File: config.mk
export PLATFORM = sky130hd
export DESIGN_NAME = elevator_scan_ctrl
export DESIGN_NICKNAME = d
export VERILOG_FILES = /design/src/rtl/elevator_scan_ctrl.sv
export SDC_FILE = /design/constraint.sdc
export NUM_CORES = 1
export LEC_CHECK = 0
export BUFFER_PORTS_ARGS = -buffer_cell sky130_fd_sc_hd__buf_2
export CAP_MARGIN = 20
export CORE_MARGIN = 2
export CORE_UTILIZATION = 50
export CTS_CLUSTER_DIAMETER = 150
export DETAILED_ROUTE_END_ITERATION = 10
export PLACE_DENSITY = 0.7
export SYNTH_ARGS = -nofsm -noshare
export SYNTH_HDL_FRONTEND = slang
export SYNTH_SLANG_ARGS = --single-unit
File: constraint.sdc
create_clock -name clk -period 3.9 [get_ports clk]
set_clock_uncertainty 0.2 [all_clocks]
set_input_delay 1.17 -clock clk [delete_from_list [all_inputs] [get_ports clk]]
set_output_delay 1.17 -clock clk [all_outputs]
set_load 0.005 [all_outputs]
File: src/rtl/elevator_scan_ctrl.sv
// elevator_scan_ctrl: multi-floor elevator controller with latched requests,
// SCAN scheduling (keep going while work lies ahead, then reverse), timed
// floor-to-floor travel and timed door dwell. All outputs come straight from
// flops so the motor/door drivers never see combinational glitches.
module elevator_scan_ctrl #(
  parameter int NUM_FLOORS    = 8,
  parameter int FLOOR_W       = 3,
  parameter int TRAVEL_CYCLES = 4,
  parameter int DOOR_CYCLES   = 3
) (
  input  logic                  clk,
  input  logic                  rst_n,
  input  logic                  req_valid,
  input  logic [FLOOR_W-1:0]    req_floor,
  output logic [FLOOR_W-1:0]    current_floor,
  output logic                  door_open,
  output logic                  moving,
  output logic                  dir_up,
  output logic                  arrived,
  output logic [NUM_FLOORS-1:0] pending
);

  localparam int TRV_W = $clog2(TRAVEL_CYCLES + 1);
  localparam int DR_W  = $clog2(DOOR_CYCLES + 1);
  localparam logic [FLOOR_W:0]   NUM_FLOORS_C = (FLOOR_W+1)'(NUM_FLOORS);
  localparam logic [FLOOR_W-1:0] TOP_FLOOR_C  = FLOOR_W'(NUM_FLOORS - 1);
  localparam logic [FLOOR_W-1:0] BOT_FLOOR_C  = {FLOOR_W{1'b0}};
  localparam logic [TRV_W-1:0]   TRV_LAST_C   = TRV_W'(TRAVEL_CYCLES - 1);
  localparam logic [DR_W-1:0]    DOOR_LAST_C  = DR_W'(DOOR_CYCLES - 1);

  typedef enum logic [1:0] {
    ST_IDLE = 2'd0,
    ST_MOVE = 2'd1,
    ST_DOOR = 2'd2
  } state_t;

  state_t                  state_r, state_s;
  logic [FLOOR_W-1:0]      floor_r, floor_s;
  logic [NUM_FLOORS-1:0]   pend_r, pend_s;
  logic                    dir_up_r, dir_up_s;
  logic                    door_r, door_s;
  logic                    moving_r, moving_s;
  logic                    arrived_r, arrived_s;
  logic [TRV_W-1:0]        trv_cnt_r, trv_cnt_s;
  logic [DR_W-1:0]         door_cnt_r, door_cnt_s;

  logic                    req_ok_s;
  logic [FLOOR_W-1:0]      step_floor_s;
  logic [NUM_FLOORS-1:0]   set_mask_s;
  logic [NUM_FLOORS-1:0]   clr_mask_s;

  // One-hot vector selecting floor f (all zero if f is out of range).
  function automatic logic [NUM_FLOORS-1:0] floor_bit(input logic [FLOOR_W-1:0] f);
    logic [NUM_FLOORS-1:0] v;
    v = {NUM_FLOORS{1'b0}};
    for (int i = 0; i < NUM_FLOORS; i++) begin
      if (FLOOR_W'(i) == f) begin
        v[i] = 1'b1;
      end else begin
        v[i] = 1'b0;
      end
    end
    return v;
  endfunction

  // Any request strictly above floor f.
  function automatic logic any_above(input logic [NUM_FLOORS-1:0] v,
                                     input logic [FLOOR_W-1:0]    f);
    logic r;
    r = 1'b0;
    for (int i = 0; i < NUM_FLOORS; i++) begin
      if (v[i] && (FLOOR_W'(i) > f)) begin
        r = 1'b1;
      end else begin
        r = r;
      end
    end
    return r;
  endfunction

  // Any request strictly below floor f.
  function automatic logic any_below(input logic [NUM_FLOORS-1:0] v,
                                     input logic [FLOOR_W-1:0]    f);
    logic r;
    r = 1'b0;
    for (int i = 0; i < NUM_FLOORS; i++) begin
      if (v[i] && (FLOOR_W'(i) < f)) begin
        r = 1'b1;
      end else begin
        r = r;
      end
    end
    return r;
  endfunction

  // Next-state, next-output and request bookkeeping for the scheduler.
  always_comb begin
    state_s      = state_r;
    floor_s      = floor_r;
    dir_up_s     = dir_up_r;
    door_s       = door_r;
    moving_s     = moving_r;
    arrived_s    = 1'b0;
    trv_cnt_s    = trv_cnt_r;
    door_cnt_s   = door_cnt_r;
    clr_mask_s   = {NUM_FLOORS{1'b0}};
    set_mask_s   = {NUM_FLOORS{1'b0}};
    step_floor_s = floor_r;

    req_ok_s = req_valid && ({1'b0, req_floor} < NUM_FLOORS_C);

    // The floor the car reaches when the current hop completes; clamped so
    // the index can never leave the building even if the schedule were wrong.
    if (dir_up_r && (floor_r != TOP_FLOOR_C)) begin
      step_floor_s = floor_r + FLOOR_W'(1);
    end else if (!dir_up_r && (floor_r != BOT_FLOOR_C)) begin
      step_floor_s = floor_r - FLOOR_W'(1);
    end else begin
      step_floor_s = floor_r;
    end

    // A repeat press for the floor whose door is already open only extends the
    // dwell; it must not leave a stale request behind.
    if (req_ok_s && !((state_r == ST_DOOR) && (req_floor == floor_r))) begin
      set_mask_s = floor_bit(req_floor);
    end else begin
      set_mask_s = {NUM_FLOORS{1'b0}};
    end

    case (state_r)
      ST_IDLE: begin
        if (|(pend_r & floor_bit(floor_r))) begin
          state_s    = ST_DOOR;
          clr_mask_s = floor_bit(floor_r);
          arrived_s  = 1'b1;
          door_s     = 1'b1;
          moving_s   = 1'b0;
          door_cnt_s = {DR_W{1'b0}};
        end else if (dir_up_r ? any_above(pend_r, floor_r) : any_below(pend_r, floor_r)) begin
          state_s   = ST_MOVE;
          moving_s  = 1'b1;
          trv_cnt_s = {TRV_W{1'b0}};
        end else if (dir_up_r ? any_below(pend_r, floor_r) : any_above(pend_r, floor_r)) begin
          state_s   = ST_MOVE;
          moving_s  = 1'b1;
          trv_cnt_s = {TRV_W{1'b0}};
          dir_up_s  = ~dir_up_r;
        end else begin
          state_s = ST_IDLE;
        end
      end

      ST_MOVE: begin
        if (trv_cnt_r == TRV_LAST_C) begin
          trv_cnt_s = {TRV_W{1'b0}};
          floor_s   = step_floor_s;
          if (|(pend_r & floor_bit(step_floor_s))) begin
            state_s    = ST_DOOR;
            clr_mask_s = floor_bit(step_floor_s);
            arrived_s  = 1'b1;
            door_s     = 1'b1;
            moving_s   = 1'b0;
            door_cnt_s = {DR_W{1'b0}};
          end else if (dir_up_r ? any_above(pend_r, step_floor_s)
                                : any_below(pend_r, step_floor_s)) begin
            state_s = ST_MOVE;
          end else if (dir_up_r ? any_below(pend_r, step_floor_s)
                                : any_above(pend_r, step_floor_s)) begin
            state_s  = ST_MOVE;
            dir_up_s = ~dir_up_r;
          end else begin
            state_s  = ST_IDLE;
            moving_s = 1'b0;
          end
        end else begin
          trv_cnt_s = trv_cnt_r + TRV_W'(1);
        end
      end

      ST_DOOR: begin
        if (req_ok_s && (req_floor == floor_r)) begin
          door_cnt_s = {DR_W{1'b0}};
        end else if (door_cnt_r == DOOR_LAST_C) begin
          state_s    = ST_IDLE;
          door_s     = 1'b0;
          door_cnt_s = {DR_W{1'b0}};
        end else begin
          door_cnt_s = door_cnt_r + DR_W'(1);
        end
      end

      default: begin
        state_s    = ST_IDLE;
        door_s     = 1'b0;
        moving_s   = 1'b0;
        trv_cnt_s  = {TRV_W{1'b0}};
        door_cnt_s = {DR_W{1'b0}};
      end
    endcase

    // Clearing the serviced floor wins over a new press for it on the same edge.
    pend_s = (pend_r | set_mask_s) & ~clr_mask_s;
  end

  // State, counters and all registered outputs.
  always_ff @(posedge clk or negedge rst_n) begin
    if (!rst_n) begin
      state_r    <= ST_IDLE;
      floor_r    <= {FLOOR_W{1'b0}};
      pend_r     <= {NUM_FLOORS{1'b0}};
      dir_up_r   <= 1'b1;
      door_r     <= 1'b0;
      moving_r   <= 1'b0;
      arrived_r  <= 1'b0;
      trv_cnt_r  <= {TRV_W{1'b0}};
      door_cnt_r <= {DR_W{1'b0}};
    end else begin
      state_r    <= state_s;
      floor_r    <= floor_s;
      pend_r     <= pend_s;
      dir_up_r   <= dir_up_s;
      door_r     <= door_s;
      moving_r   <= moving_s;
      arrived_r  <= arrived_s;
      trv_cnt_r  <= trv_cnt_s;
      door_cnt_r <= door_cnt_s;
    end
  end

  assign current_floor = floor_r;
  assign door_open     = door_r;
  assign moving        = moving_r;
  assign dir_up        = dir_up_r;
  assign arrived       = arrived_r;
  assign pending       = pend_r;

endmodule
After elaboration in Yosys (flattened, before gate mapping)

Cells that the tools add are included.

Register bits after elaboration: 22
Logic and storage cells: 310

Add/sub/neg operators: 4
$lt $le $gt $ge: 32
Eq/ne operators: 42
Mux-type cells: 162
Bitwise operators: 7
Reduce and logical (&&, ||, !) cells: 54

Operators with widths:

| kind                 | number |
|---|---|
| $mux W1              | 134 |
| $logic_and A1 B1 Y1  | 37 |
| $eq A3 B3 Y1 const A | 12 |
| $mux W8              | 4 |
| $and A8 B8 Y8        | 3 |
| $gt A3 B3 Y1 const A | 8 |
| $lt A3 B3 Y1 const A | 8 |
| $mux W2              | 10 |
| $ne A2 B2 Y1 const B | 10 |
| $eq A2 B3 Y1 const A | 6 |
| $mux W3              | 6 |
| $pmux W8 S2          | 1 |
| $reduce_or A8 Y1     | 2 |
| $gt A1 B3 Y1 const A | 4 |
| $gt A2 B3 Y1 const A | 4 |
| $lt A1 B3 Y1 const A | 4 |
| $lt A2 B3 Y1 const A | 4 |
| $ne A3 B3 Y1 const B | 4 |
| $pmux W2 S3          | 2 |
| $reduce_and A5 Y1    | 2 |
| $eq A1 B3 Y1 const A | 3 |
| $logic_not A3 Y1     | 3 |
| $pmux W3 S3          | 1 |
| $reduce_and A3 Y1    | 3 |
| other kinds (20)     | 26 |

Logic depth before layout (Yosys ltp)

Depth in word-level cells: 28
Gate-level depth with buffers: 13

Least setup slack after synthesis

OpenSTA, ideal clock, no wires.

Path type: register to register
Start point: register floor_r[0], in the netlist current_floor[0]
End point: register state_r[0]
Library setup time: 0.134 ns
Arrival time: 2.843 ns
Path slack: 0.723 ns
Cell stages (with the launch flop): 14
Path buffers: 3
Period minus slack after synthesis: 3.177 ns
Cells stage by stage: dfrtp_1 -> clkbuf_1 -> inv_1 -> ha_1 -> buf_2 -> and3b_1 -> o22ai_2 -> nand2_2 -> buf_6 -> or4_1 -> a31oi_1 -> o22ai_1 -> o211ai_1 -> nand3_1

Word-level cells in the longest chain between the ends: 24

Ends and longest elaborated chain:

| what                                                   | RTL line | text |
|---|---|---|
| start: declaration                                     | 38       | `logic [FLOOR_W-1:0] floor_r, floor_s;` |
| start signal: assignment                               | 209      | `floor_r <= {FLOOR_W{1'b0}};` |
| start signal: assignment                               | 219      | `floor_r <= floor_s;` |
| branches (longest 24 deep; another with $sub A3 B1 Y3) | -        |  |
| end signal: assignment                                 | 218      | `state_r <= state_s;` |
| end: declaration                                       | 37       | `state_t state_r, state_s;` |

Parallel ways; which one is timed is not known. The select of a mux whose other input is x is not followed.
A chain may end at the register's enable or synchronous reset.

Worst setup path after layout

Start point: register floor_r[1], in the netlist current_floor[1]
End point: register moving_r, in the netlist moving

Word-level cells in the longest chain between the ends: 21

Ends and longest elaborated chain:

| what                                                   | RTL line | text |
|---|---|---|
| branches (longest 21 deep; another with $sub A3 B1 Y3) | -        |  |
| end signal: assignment                                 | 223      | `moving_r <= moving_s;` |
| end: declaration                                       | 42       | `logic moving_r, moving_s;` |

Parallel ways; which one is timed is not known. The select of a mux whose other input is x is not followed.

==> flow_summary.ini <==
[sta]
slew_violations = 0
setup_viol = 0
worst_pin_slew_ns = 0.508
relSlewSlack_pct = 66.0
rsz0062_at_grt = false
fmax_ghz = 0.318
finalCritPeriodShare_pct = 80.7
hold_viol = 0
tns_ns = 0
period_needed_ns = 3.15
whs_ns = 0.281

[logic_synthesis]
ys_ff_latch = 22
synth_area_leaders = dfrtp_1 28%, a21oi_1 5.6%, a31oi_1 4.7%, ha_1 4.7%, nand2_1 3.0%
avgSynthCellArea_um2 = 8.19
synth_edf_count = 0
synth_cells = 229
netlist_area_um2 = 1880
yosysTopAreaCell = dfrtp_1
ys_seq_area_share_pct = 29.4
synthFlopType = dfrtp_1
yosys_warnings = 0
yosys.cell_types.count = 58
syn_nets = 242
synth_top_area_share_pct = 28.0
ys_async_sr_fraction_pct = 100
synthTopCellsByCount = 21 x a21oi_1, 21 x dfrtp_1, 15 x nand2_1

[floorplanning]
rows = 22
floorplan.initialDensity_pct = 51.6
fp.dieArea_um2 = 4260
fp.dieH_um = 65.2
die_x_um = 65.2
io-pin-count = 21
core_area_um2 = 3630

[finish]
layoutNonFillerInstCount = 288
utilization_pct = 56.5
insertedDiodeCount = 0
area_growth_pct = 9.54
layout-drive-gt1-share_pct = 17.9
nNetsFinal = 254

[outcome]
outcome = completed

[setup_path]
worstSetupPathType = reg2reg
critPathMaxStageDelay_ns = 0.46
reg2reg_from = current_floor[1]$_DFFE_PN0P_
cp_data_arrival_time_ns = 3.12
end_kind = register
crit_path_start_kind = register
crit_path_start = current_floor[1]$_DFFE_PN0P_
cpMaxStageDelayCell = ha_1
crit_path_cell_trace = inv_1 -> ha_1 -> nor3b_1 -> or3_4 -> and2_1 -> nor3_1 -> o21a_1 -> o21ai_1 -> o211ai_1 -> a211oi_2
required_ns = 3.88
crit_fanout = 10

[detailed_routing]
num_vias = 1834
first_pass_iters = 7
first_iter_violations = 244
drt_wl_total_mm = 5.20
drc = 0
wl_per_cell_um = 18.0
viasPerCell = 6.37
drtAntennaViolNets = 0

[clock_network]
clock_path_buffers = 2
cts_setup_buffers = 0
htreeDepth = 1
cts_buffers = 3
cts.sinks = 22
clk_transition_reported_paths_ns = 0.08
root_buffer = clkbuf_8
post_cts_resized = 0
insertion_delay_ns = 0.26
cts_hold_buf = 0
cts_tree = yes

[global_routing]
grt_pass1_vias = 1652
antenna_found_initial = 0
grt_max_degree = 23
grt_pass1_wl_mm = 8.44
grt_usage_pct = 25.7
grt-ovfl-total = 0

[power]
share_seq_of_total_power_pct = 22.9
p_int_mw = 1.02
power_mw = 2.10
switchingPower_mw = 1.08
peakVddDrop_uv = 446
p_leak_nw = 0.874
pwr-share-comb_pct = 67.0
clock_power_share_pct = 10.1
power_density_nw_per_um2 = 1020
power.share.switching_pct = 51.3

[placed_design]
io_buffers = 20
gp_congestion = 0.926
dp_hpwl_mm = 3.71
dp_cells = 284

[min_path]
hp-class = reg2reg
min_from = trv_cnt_r[2]$_DFFE_PN0P_

[run]
maxCapViolations = 0
[path summary, 6_finish.rpt]
| check | end | slack (ns) | cells after the start |
|---|---|---|---|
| setup / recovery | moving$_DFFE_PN0P_ | 0.75 | 10 |
| hold / removal | trv_cnt_r[2]$_DFFE_PN0P_ | 0.28 | 1 |
| setup reg to reg | moving$_DFFE_PN0P_ | 0.75 | 10 |
| hold reg to reg | trv_cnt_r[2]$_DFFE_PN0P_ | 0.28 | 1 |
| max in group asynchronous | dir_up$_DFFE_PN1P_ | 2.48 | 1 |
| min in group asynchronous | door_cnt_r[0]$_DFFE_PN0P_ | 0.66 | 1 |
[critical path: cells and delay by family, from the launching register on]
kind	cells	cell delay (ns)
adder cells (fa/ha/maj)	1	0.46
AND/OR/NAND/NOR	4	0.87
buffers and inverters	1	0.22
AO/OA/AOI/OAI	4	0.92
flip-flops	1	0.38
[stage by stage]
step           area (um2)  worst slack, ns
2_1_floorplan        1880            0.723
3_3_place_gp         1980            0.855
3_5_place_dp         1980            0.822
4_1_cts              2050            0.809
5_1_grt              2050            0.557
6_report             2050            0.751
[power groups by stage]
stage,Sequential (mW),Clock [mW],Combinational (mW)
4_1_cts,0.472,0.219,1.38
6_report,0.480,0.212,1.41
3_3_place_gp,0.476,0,1.37
5_1_grt,0.492,0.224,1.55
3_5_place_dp,0.477,0,1.38
2_1_floorplan,0.413,0,1.12
[layer usage]
layer / vias up / wire (um) / GRT usage, %
li1: 873 / - / -
met1: 871 / 2430 / 38.2
met2: 86 / 2380 / 38.6
met3: 4 / 326 / 4.45
met4: 0 / 54 / 6.25
met5: - / 0 / 0
[area by class of cell]
cell class | count | area (um2)
fill | 364 | 1580
inverter | 11 | 41.3
clock buffer | 3 | 41.3
tap | 48 | 60.1
timing repair buffer | 24 | 130
multi-input combinational | 179 | 1200
sequential | 22 | 552
clock inverter | 1 | 30.0
[registers in the layout, indices dropped and copies added, names as in the netlist]
name / count
trv_cnt_r: 3
door_cnt_r: 2
door_open: 1
current_floor: 3
pending: 8
dir_up: 1
arrived: 1
moving: 1
state_r: 2
[logic make-up after synthesis]
kind of cell | Yosys count | share of synthesized area [%]
XOR/XNOR | 3 | 1.40
AO/OA/AOI/OAI | 93 | 34.1
buffers and inverters | 28 | 6.60
adder cells (fa/ha/maj) | 7 | 4.67
flip-flops | 22 | 29.4
multiplexers | 2 | 2.40
AND/OR/NAND/NOR | 74 | 21.4
[cell usage in the layout (no fill, tap or decap), types with 4 or more instances in the layout]
master,synthesis,final
o21ai_1,4,4
o21ai_0,9,9
nor2_1,14,14
a31oi_1,14,14
o211ai_1,5,5
inv_1,10,10
a21oi_1,21,21
nor3_1,6,6
buf_2,6,20
nor2b_1,7,7
nand2b_1,6,6
ha_1,7,7
dfrtp_1,21,21
o21bai_1,4,4
o21a_1,5,5
buf_4,1,4
nand2_1,15,15
(Power assumes the default switching activity.)
